### src/rtl/key_pkg.sv
// Shared types and width helpers for the key conditioner.
// key_channel and key_conditioner import this package.
package key_pkg;

    typedef enum logic [1:0] {
        IDLE   = 2'd0,
        HELD   = 2'd1,
        REPEAT = 2'd2
    } key_state_t;

    localparam int STATE_W = 2;

    // Counter width for a range of n values; never narrower than one bit.
    function automatic int cnt_width(input int n);
        return (n <= 1) ? 1 : $clog2(n);
    endfunction

    function automatic int max_int(input int a, input int b);
        return (a > b) ? a : b;
    endfunction

    localparam int DEF_DB_W   = cnt_width(2_000_000);
    localparam int DEF_HOLD_W = cnt_width(max_int(100_000_000, 10_000_000));

endpackage

### src/rtl/key_if.sv
// Key bundle between the raw pins (master side) and the conditioner (slave side).
interface key_if #(
    parameter int N_KEYS = 3
);
    // No valid/ready here: key_raw is sampled every cycle, and press/release/repeat
    // are single-cycle qualifiers that are valid exactly in the cycle they are high.
    logic [N_KEYS-1:0]   key_raw;
    logic [N_KEYS-1:0]   key_level;
    logic [N_KEYS-1:0]   key_press;
    logic [N_KEYS-1:0]   key_release;
    logic [N_KEYS-1:0]   key_repeat;
    logic [2*N_KEYS-1:0] dbg_state;

    modport master (
        output key_raw,
        input  key_level, key_press, key_release, key_repeat, dbg_state
    );

    modport slave (
        input  key_raw,
        output key_level, key_press, key_release, key_repeat, dbg_state
    );
endinterface

### src/rtl/key_channel.sv
// One key channel: 2-FF synchronizer, debounce window, press/release pulses
// and the hold/auto-repeat FSM.
module key_channel
    import key_pkg::*;
#(
    parameter int DEBOUNCE_CYCLES = 2_000_000,
    parameter int LONG_CYCLES     = 100_000_000,
    parameter int REPEAT_CYCLES   = 10_000_000,
    parameter bit ACTIVE_HIGH     = 1'b1
) (
    input  logic       clk,
    input  logic       rst_n,
    input  logic       key_raw,
    output logic       key_level,
    output logic       key_press,
    output logic       key_release,
    output logic       key_repeat,
    output key_state_t dbg_state
);

    localparam int DB_W   = cnt_width(DEBOUNCE_CYCLES);
    localparam int HOLD_W = cnt_width(max_int(LONG_CYCLES, REPEAT_CYCLES));

    localparam logic [DB_W-1:0]   DB_LAST   = DB_W'(DEBOUNCE_CYCLES - 1);
    localparam logic [HOLD_W-1:0] LONG_LAST = HOLD_W'(LONG_CYCLES - 1);
    localparam logic [HOLD_W-1:0] REP_LAST  = HOLD_W'(REPEAT_CYCLES - 1);
    localparam logic              RAW_IDLE  = ACTIVE_HIGH ? 1'b0 : 1'b1;

    logic              s1_q, s1_d, s2_q, s2_d;
    logic              level_q, level_d;
    logic [DB_W-1:0]   db_cnt_q, db_cnt_d;
    logic              press_q, press_d;
    logic              release_q, release_d;
    logic              repeat_q, repeat_d;
    key_state_t        state_q, state_d;
    logic [HOLD_W-1:0] hold_q, hold_d;
    logic              p, accept, press_evt, release_evt;

    assign p           = ACTIVE_HIGH ? s2_q : ~s2_q;
    assign press_evt   = accept & p;
    assign release_evt = accept & ~p;

    // Any sample agreeing with the current level restarts the window.
    always_comb begin
        s1_d     = key_raw;
        s2_d     = s1_q;
        level_d  = level_q;
        db_cnt_d = '0;
        accept   = 1'b0;
        if (p != level_q) begin
            if (db_cnt_q == DB_LAST) begin
                level_d = p;
                accept  = 1'b1;
            end else begin
                db_cnt_d = db_cnt_q + DB_W'(1);
            end
        end
    end

    always_comb begin
        state_d = state_q;
        hold_d  = hold_q;
        case (state_q)
            IDLE: begin
                hold_d = '0;
                if (press_evt) state_d = HELD;
            end
            HELD: begin
                if (release_evt) begin
                    state_d = IDLE;
                    hold_d  = '0;
                end else if (hold_q == LONG_LAST) begin
                    state_d = REPEAT;
                    hold_d  = '0;
                end else begin
                    hold_d = hold_q + HOLD_W'(1);
                end
            end
            REPEAT: begin
                if (release_evt) begin
                    state_d = IDLE;
                    hold_d  = '0;
                end else if (hold_q == REP_LAST) begin
                    hold_d = '0;
                end else begin
                    hold_d = hold_q + HOLD_W'(1);
                end
            end
            default: begin
                state_d = IDLE;
                hold_d  = '0;
            end
        endcase
    end

    // A release accepted on a threshold cycle suppresses that repeat.
    always_comb begin
        press_d   = press_evt;
        release_d = release_evt;
        repeat_d  = 1'b0;
        case (state_q)
            HELD:    repeat_d = (hold_q == LONG_LAST) && !release_evt;
            REPEAT:  repeat_d = (hold_q == REP_LAST) && !release_evt;
            default: repeat_d = 1'b0;
        endcase
    end

    always_ff @(posedge clk or negedge rst_n) begin
        if (!rst_n) begin
            s1_q      <= RAW_IDLE;
            s2_q      <= RAW_IDLE;
            level_q   <= 1'b0;
            db_cnt_q  <= '0;
            press_q   <= 1'b0;
            release_q <= 1'b0;
            repeat_q  <= 1'b0;
        end else begin
            s1_q      <= s1_d;
            s2_q      <= s2_d;
            level_q   <= level_d;
            db_cnt_q  <= db_cnt_d;
            press_q   <= press_d;
            release_q <= release_d;
            repeat_q  <= repeat_d;
        end
    end

    always_ff @(posedge clk or negedge rst_n) begin
        if (!rst_n) begin
            state_q <= IDLE;
            hold_q  <= '0;
        end else begin
            state_q <= state_d;
            hold_q  <= hold_d;
        end
    end

    assign key_level   = level_q;
    assign key_press   = press_q;
    assign key_release = release_q;
    assign key_repeat  = repeat_q;
    assign dbg_state   = state_q;

endmodule

### src/rtl/key_conditioner.sv
// Multi-channel push-button conditioner: N_KEYS independent key_channel
// instances whose outputs are concatenated onto the key bundle.
module key_conditioner
    import key_pkg::*;
#(
    parameter int N_KEYS          = 3,
    parameter int DEBOUNCE_CYCLES = 2_000_000,
    parameter int LONG_CYCLES     = 100_000_000,
    parameter int REPEAT_CYCLES   = 10_000_000,
    parameter bit ACTIVE_HIGH     = 1'b1
) (
    input logic  clk,
    input logic  rst_n,
    key_if.slave kif
);

    for (genvar i = 0; i < N_KEYS; i++) begin : g_ch
        key_state_t ch_state;

        key_channel #(
            .DEBOUNCE_CYCLES (DEBOUNCE_CYCLES),
            .LONG_CYCLES     (LONG_CYCLES),
            .REPEAT_CYCLES   (REPEAT_CYCLES),
            .ACTIVE_HIGH     (ACTIVE_HIGH)
        ) u_ch (
            .clk         (clk),
            .rst_n       (rst_n),
            .key_raw     (kif.key_raw[i]),
            .key_level   (kif.key_level[i]),
            .key_press   (kif.key_press[i]),
            .key_release (kif.key_release[i]),
            .key_repeat  (kif.key_repeat[i]),
            .dbg_state   (ch_state)
        );

        assign kif.dbg_state[STATE_W*i +: STATE_W] = ch_state;
    end

endmodule

### src/flat_wrapper.sv
// flat-port wrapper written by rule: the top's interface ports become plain ports
module key_conditioner_flat import key_pkg::*;
#(
    parameter int N_KEYS          = 3,
    parameter int DEBOUNCE_CYCLES = 2_000_000,
    parameter int LONG_CYCLES     = 100_000_000,
    parameter int REPEAT_CYCLES   = 10_000_000,
    parameter bit ACTIVE_HIGH     = 1'b1
)
  (clk, rst_n, kif_key_raw, kif_key_level, kif_key_press, kif_key_release, kif_key_repeat, kif_dbg_state);
  key_if #(.N_KEYS(N_KEYS)) kif_i ();
  input logic clk;
  input logic rst_n;
  input wire logic [$bits(kif_i.key_raw)-1:0] kif_key_raw;
  output wire logic [$bits(kif_i.key_level)-1:0] kif_key_level;
  output wire logic [$bits(kif_i.key_press)-1:0] kif_key_press;
  output wire logic [$bits(kif_i.key_release)-1:0] kif_key_release;
  output wire logic [$bits(kif_i.key_repeat)-1:0] kif_key_repeat;
  output wire logic [$bits(kif_i.dbg_state)-1:0] kif_dbg_state;
  assign kif_i.key_raw = kif_key_raw;
  assign kif_key_level = kif_i.key_level;
  assign kif_key_press = kif_i.key_press;
  assign kif_key_release = kif_i.key_release;
  assign kif_key_repeat = kif_i.key_repeat;
  assign kif_dbg_state = kif_i.dbg_state;
  key_conditioner #(.N_KEYS(N_KEYS), .DEBOUNCE_CYCLES(DEBOUNCE_CYCLES), .LONG_CYCLES(LONG_CYCLES), .REPEAT_CYCLES(REPEAT_CYCLES), .ACTIVE_HIGH(ACTIVE_HIGH)) u_core (.clk(clk), .rst_n(rst_n), .kif(kif_i));
endmodule
### config.mk
export PLATFORM = sky130hd
export DESIGN_NAME = key_conditioner_flat
export DESIGN_NICKNAME = d
export VERILOG_FILES = /design/src/rtl/key_pkg.sv /design/src/rtl/key_if.sv /design/src/rtl/key_channel.sv /design/src/rtl/key_conditioner.sv /design/src/flat_wrapper.sv
export SDC_FILE = /design/constraint.sdc
export NUM_CORES = 1
export LEC_CHECK = 0
export ABC_AREA = 1
export ABC_CLOCK_PERIOD_IN_PS = 1500
export BUFFER_PORTS_ARGS = -buffer_cell sky130_fd_sc_hd__buf_2
export CAP_MARGIN = 25
export CORE_UTILIZATION = 35
export CTS_CLUSTER_DIAMETER = 200
export DETAILED_ROUTE_END_ITERATION = 12
export PLACE_DENSITY = 0.55
export SYNTH_ARGS = -nofsm -noshare
export SYNTH_HDL_FRONTEND = slang
export SYNTH_HIERARCHICAL = 1
export SYNTH_SLANG_ARGS = --single-unit
### constraint.sdc
create_clock -name clk -period 1.5 [get_ports clk]
set_input_delay 0.225 -clock clk [delete_from_list [all_inputs] [get_ports clk]]
set_output_delay 0.225 -clock clk [all_outputs]
set_load 0.02 [all_outputs]
==> reports/results.txt, run 1 <==
leakage: 6.47 nW
Reg power frac: 48.3%
Netlist cell types: 35
synthesis-to-finish area growth: 49.2%
Die H: 170 um
most common cell in the synthesized netlist: nand2_1
total grt overflow: 0
total track usage: 18.6%
number of I/O port buffers: 22
DPL Wire Length: 19.2 mm
Num CTS Buffers: 17
drt total wl: 27.6 mm
Sw Share: 23.4%
layout cells sized above 1: 39.8%
power after layout: 9.48 mW
I/O pin cnt: 23
drt drc: 0
Fmax: 593 MHz
Worst Path Required: 1.82 ns
Max-Slew Margin vs Limit: 76.3%
Syn Std Cell Area: 9860 sq um
placed cells: 1958
final period utilization: 112%
Critical R2R Launch: u_core/g_ch[2].u_ch/db_cnt_q[1]
GP Congestion: 0.897
H-tree levels: 4
ranking of synthesized cells by area: dfrtp_1, nand2_1, nor2_1, inv_1, nand3_1
Final Max Tran Viols: 0
cell taking the most area after synthesis: dfrtp_1
mean post-synth cell area: 7.47 sq um
Clk pwr share: 48.5%
post-synth top area share: 42.6%
largest net degree at the start of global routing: 46
Worst Reg-to-Reg Cells: 9
Logic pwr share: 3.1%
initial antenna violation count: 0
# rows: 61
Antenna Cells: 0
Yosys Warn Count: 6
Max FO, Critical Path: 7
DR vias/cell: 4.72
Max Root-Sink Buffers: 2
Post-synth top flop: dfrtp_1
CORE AREA: 27800 sq um
drt first pass iters: 6
clock-pin transition on the worst setup and hold timing paths: 0.07 ns
Setup-failing EPs final: 99
clock root buffer master: clkbuf_16
Critical Path Start Type: flop
worst reg2reg setup slack: -0.19 ns
Fin Setup TNS: -12.90 ns
max cap viols: 0
Final Skew: 0.0107 ns
Worst-Skew Late Latency: 0.43 ns
Routed Antenna Nets: 0
RSZ-0062 raised after global routing: true
Layout Nets: 1677
worst hold path type: input pin to async pin
Starting Density: 35.5%
RR Endpoint: u_core/g_ch[2].u_ch/hold_q[12]
post-layout min period: 1.69 ns
Post-synth top cells: nand2_1, nor2_1, dfrtp_1
failing checks: negative setup slack
endpoints failing hold: 0
Routed WL per cell: 13.5 um
Cells after Synth: 1320
Die Area: 28800 sq um
fin cells: 2048
Synth async-reset ratio: 100%
register area share after synthesis: 42.6%
first-pass GRT wire length: 43.4 mm
status: finished with violations
Die X: 170 um
WP data arrival: 2.00 ns
Fin Hold WS: 0.235 ns
TritonCTS clock tree: done
Slew @ Worst Pin: 0.353 ns
Yosys reg bits: 168
Crit. End Element: flop
VDD IR-drop max: 0.682 mV
syn nets: 1340
number of global-route vias before repair: 9213
Power Density: 644 nW/um^2
DR iter-0 viols: 528
Clock Sinks: 168
EDFF count, synth: 0
via count: 9666
NetSw: 2.22 mW
final setup margin: -0.185 ns
internal power: 7.26 mW
crit path kind: flop to flop
[worst max-delay path: stages, from the launching register on]
cell and delay (ns):
dfrtp_1 0.40, ha_4 0.17, nand3_4 0.10, nor2_4 0.17, nand4_4 0.18, nand3_4 0.15
nand2_4 0.08, nand2_8 0.13, clkbuf_16 0.17, nor2_2 0.03
[power by group through the flow]
| stage | clock, mW | combinational [mW] | sequential, mW |
|---|---|---|---|
| detailed placement | 0 | 0.267 | 4.67 |
| global route | 4.89 | 0.337 | 4.58 |
| global placement | 0 | 0.263 | 4.67 |
| floorplan | 0 | 0.0730 | 4.67 |
| finish | 4.60 | 0.295 | 4.58 |
| CTS | 4.72 | 0.278 | 4.58 |
[final cells by class]
type,instances,area [sq um]
clock inverter,13,156
clock buffer,19,453
inverter,170,643
timing repair buffer,327,2700
tap,378,473
fill,2601,13100
sequential,168,4210
multi-input combinational,973,6070
[layer usage]
metal | vias to the layer above | track usage [%] | routed length, um
met3 | 41 | 2.37 | 763
met1 | 4621 | 24.7 | 12600
li1 | 4844 | - | -
met4 | 0 | 5.76 | 460
met2 | 160 | 31.4 | 13700
met5 | - | 0 | 0
[sequential cells by signal (all words and copies together), names as in the netlist]
name	cells
u_core/g_ch.u_ch/hold_q	81
u_core/g_ch.u_ch/key_level	3
u_core/g_ch.u_ch/p	3
u_core/g_ch.u_ch/dbg_state	6
u_core/g_ch.u_ch/key_release	3
u_core/g_ch.u_ch/db_cnt_q	63
u_core/g_ch.u_ch/key_repeat	3
u_core/g_ch.u_ch/key_press	3
u_core/g_ch.u_ch/s1_q	3
[cells by family (layout without fill, tap and decap cells)]
group                    after synthesis  after routing  share of synthesized area [%]
XOR/XNOR                              79             79                           7.02
flip-flops                           168            168                           42.6
AO/OA/AOI/OAI                         46             46                           2.64
buffers and inverters                179            529                           7.50
adder cells (fa/ha/maj)               15             15                           1.90
AND/OR/NAND/NOR                      833            833                           38.3
[worst max-delay path by stage]
stage	startpoint	endpoint	slack, ns	cells after the start
after floorplan	u_core/g_ch[0].u_ch/hold_q[0]	u_core/g_ch[0].u_ch/hold_q[9]	-0.14	11
after global placement	u_core/g_ch[0].u_ch/hold_q[0]	u_core/g_ch[0].u_ch/hold_q[26]	-0.17	10
after detailed placement	u_core/g_ch[0].u_ch/hold_q[0]	u_core/g_ch[0].u_ch/hold_q[26]	-0.20	10
after CTS	u_core/g_ch[0].u_ch/db_cnt_q[0]	u_core/g_ch[0].u_ch/hold_q[2]	-0.13	9
after global routing	u_core/g_ch[0].u_ch/db_cnt_q[17]	u_core/g_ch[0].u_ch/hold_q[15]	-0.30	10
final	u_core/g_ch[2].u_ch/db_cnt_q[1]	u_core/g_ch[2].u_ch/hold_q[12]	-0.19	9
[what timing repair did]
| action | 4_1_cts | 5_1_grt |
|---|---|---|
| hold buffers | 4 | 0 |
| setup endpoints to repair | 111 | 142 |
| gates resized for setup | 53 | 267 |
| hold endpoints to repair | 129 | 0 |
| cloned | 1 | 3 |
| pin swaps | 24 | 98 |
| buffers inserted | 19 | 37 |
[metrics by stage]
stage | setup slack [ns] | area (sq um) | utilization (%)
final | -0.185 | 14700 | 53.0
after CTS | -0.135 | 13400 | 48.2
after floorplan | -0.145 | 9970 | -
after global routing | -0.296 | 14700 | 53.0
after detailed placement | -0.200 | 12400 | 44.7
after global placement | -0.175 | 12400 | 44.7
[cell usage in the layout (no fill, tap or decap), types with 4 or more instances in the layout]
cell type	instances
dlygate4sd3_1	4
buf_4	261
xor2_1	50
nand3_2	31
xnor2_1	24
o21ai_0	5
nand4_1	40
ha_1	9
nor3_2	27
nor3_1	32
nand3b_1	4
nor3_4	5
a21oi_2	6
nor2_1	198
inv_6	5
nand3_1	63
dfrtp_1	160
nor2_2	78
dfrtp_2	8
nand2_2	39
o21ai_2	7
ha_4	4
nand2_1	237
buf_12	9
nor2_4	41
nand2_4	10
clkbuf_16	20
inv_1	149
a21oi_1	14
a31oi_1	5
inv_2	19
buf_2	21
buf_6	28
nand3_4	15
xor2_2	5
Power figures use the tool's default switching activity.
==> run 2: changes to the inputs <==
ABC_CLOCK_PERIOD_IN_PS = 1610   (was 1500)
PLACE_DENSITY = 0.54   (was 0.55)
clock period = 1.61 ns   (was 1.5 ns; I/O delays follow)
==> reports/results.txt, run 2 (synthesis results as in run 1) <==
GR peak layer: met2
status: finished with violations
drt drc: 0
Routed Antenna Nets: 0
clock root buffer master: clkbuf_16
GP Congestion: 0.904
WP data arrival: 2.02 ns
post-layout min period: 1.70 ns
Die H: 170 um
number of global-route vias before repair: 8592
Setup-failing EPs final: 58
most common cell after layout, fill and taps aside: nand2_1
largest net degree at the start of global routing: 40
RSZ-0062 raised after global routing: true
DR iter-0 viols: 495
crit path kind: flop to flop
DR vias/cell: 4.67
initial antenna violation count: 0
power after layout: 8.90 mW
worst reg2reg setup slack: -0.09 ns
DPL Wire Length: 18.5 mm
Fmax: 589 MHz
Num CTS Buffers: 17
final setup margin: -0.0869 ns
fin cells: 1930
Max FO, Critical Path: 7
Critical Path Start Type: flop
Antenna Cells: 0
drt first pass iters: 5
post-layout util: 48.2%
number of I/O port buffers: 22
Routed WL per cell: 13.1 um
worst hold path type: input pin to async pin
Layout Nets: 1559
synthesis-to-finish area growth: 36.0%
Crit path max-delay family: simple AND/OR/NAND/NOR gates
Slowest-stage cell, CP: dfrtp_1
Worst Path Required: 1.94 ns
drt total wl: 25.4 mm
leakage: 5.84 nW
total grt overflow: 0
met2 usage: 29.2%
I/O pin cnt: 23
total track usage: 17.8%
Top reg by flops: u_core/g_ch.u_ch/hold_q
Fillers: 2754
Die Area: 28800 sq um
most frequent cells in the layout: nand2_1, nor2_1, dfrtp_1
TritonCTS clock tree: done
Die X: 170 um
first-pass GRT wire length: 41.6 mm
Starting Density: 35.5%
Critical Path, Cell by Cell: nor2_2 > nand2_1 > nor2_1 > nand4_4 > nand2_4 > o21ai_4 > nand2_4 > clkbuf_16 > nor2_1
max reg flops: 81
max cap viols: 0
DP Area: 11500 sq um
Max Root-Sink Buffers: 2
via count: 9004
Slew @ Worst Pin: 0.386 ns
endpoints failing hold: 0
Fin Setup TNS: -3.28 ns
Storage cell area: 4210 sq um
met3 usage: 2.88%
Fin Hold WS: 0.243 ns
Post-Place Setup Slack: -0.0840 ns
Final Cell Area: 13400 sq um
failing checks: negative setup slack
Worst-Skew Late Latency: 0.43 ns
Crit. End Element: flop
layout cells sized above 1: 30.2%
Max-Slew Margin vs Limit: 74.1%
placed cells: 1852
H-tree levels: 4
delay of the slowest critical-path stage: 0.40 ns
VDD IR-drop max: 0.657 mV
Final Skew: 0.0121 ns
clock-pin transition on the worst setup and hold timing paths: 0.07 ns
# rows: 61
met1 usage: 24.4%
final period utilization: 105%
Clock Sinks: 168
CORE AREA: 27800 sq um
CP bufs+invs: 1
area of the multi-input gates: 5700 sq um
Power Density: 664 nW/um^2
Final Max Tran Viols: 0
==> run 2: cell types whose count changed in the layout (fill, tap and decap cells not counted), moves of 16 or more <==
cell     change
buf_4      -101
nand3_1     +22
nand3_2     -20
nor3_1      +19
buf_6       -18
nor3_2      -16
==> run 2: final timing paths <==
check                                                 from                              end  depth (start not counted)
min                                                  rst_n  u_core/g_ch[1].u_ch/db_cnt_q[2]                          2
min reg2reg                       u_core/g_ch[2].u_ch/s1_q            u_core/g_ch[2].u_ch/p                          0
max                        u_core/g_ch[0].u_ch/db_cnt_q[9]    u_core/g_ch[0].u_ch/hold_q[8]                          9
max in group asynchronous                            rst_n   u_core/g_ch[0].u_ch/hold_q[14]                          3
max reg2reg                u_core/g_ch[0].u_ch/db_cnt_q[9]    u_core/g_ch[0].u_ch/hold_q[8]                          9
min in group clk                  u_core/g_ch[2].u_ch/s1_q            u_core/g_ch[2].u_ch/p                          0
==> run 2: cell type report <==
type,instances,area share [%]
Inverter,170,4.76
Tap cell,378,3.53
Timing Repair Buffer,209,13.1
Clock buffer,18,3.28
Sequential cell,168,31.4
Multi-Input combinational cell,973,42.5
Clock inverter,14,1.35
==> run 2: worst register-to-register path: stages (launching register included) <==
cell and delay, ns:
dfrtp_1 0.40, nor2_2 0.16, nand2_1 0.07, nor2_1 0.24, nand4_4 0.21, nand2_4 0.13
o21ai_4 0.07, nand2_4 0.12, clkbuf_16 0.17, nor2_1 0.04
==> run 2: power breakdown <==
group | switching, mW | internal, mW | leakage (nW)
Combinational | 0.162 | 0.0958 | 3.21
Sequential | 0.0245 | 4.24 | 2.32
Clock | 1.84 | 2.53 | 0.309
Total | 2.03 | 6.87 | 5.84
==> run 2: repair_timing <==
item	4_1_cts	5_1_grt
endpoints found under the hold margin	76	0
hold buffers	4	0
pin swaps	10	50
cloned	0	5
endpoints found under the setup margin	87	127
resized for setup	15	207
setup buffers	8	29
==> run 2: metal layers <==
metal | vias to the layer above | share of wire [%]
li1 | 4608 | -
met1 | 4236 | 48
met2 | 140 | 49
met3 | 20 | 2.8
met4 | 0 | 0.97
met5 | - | 0
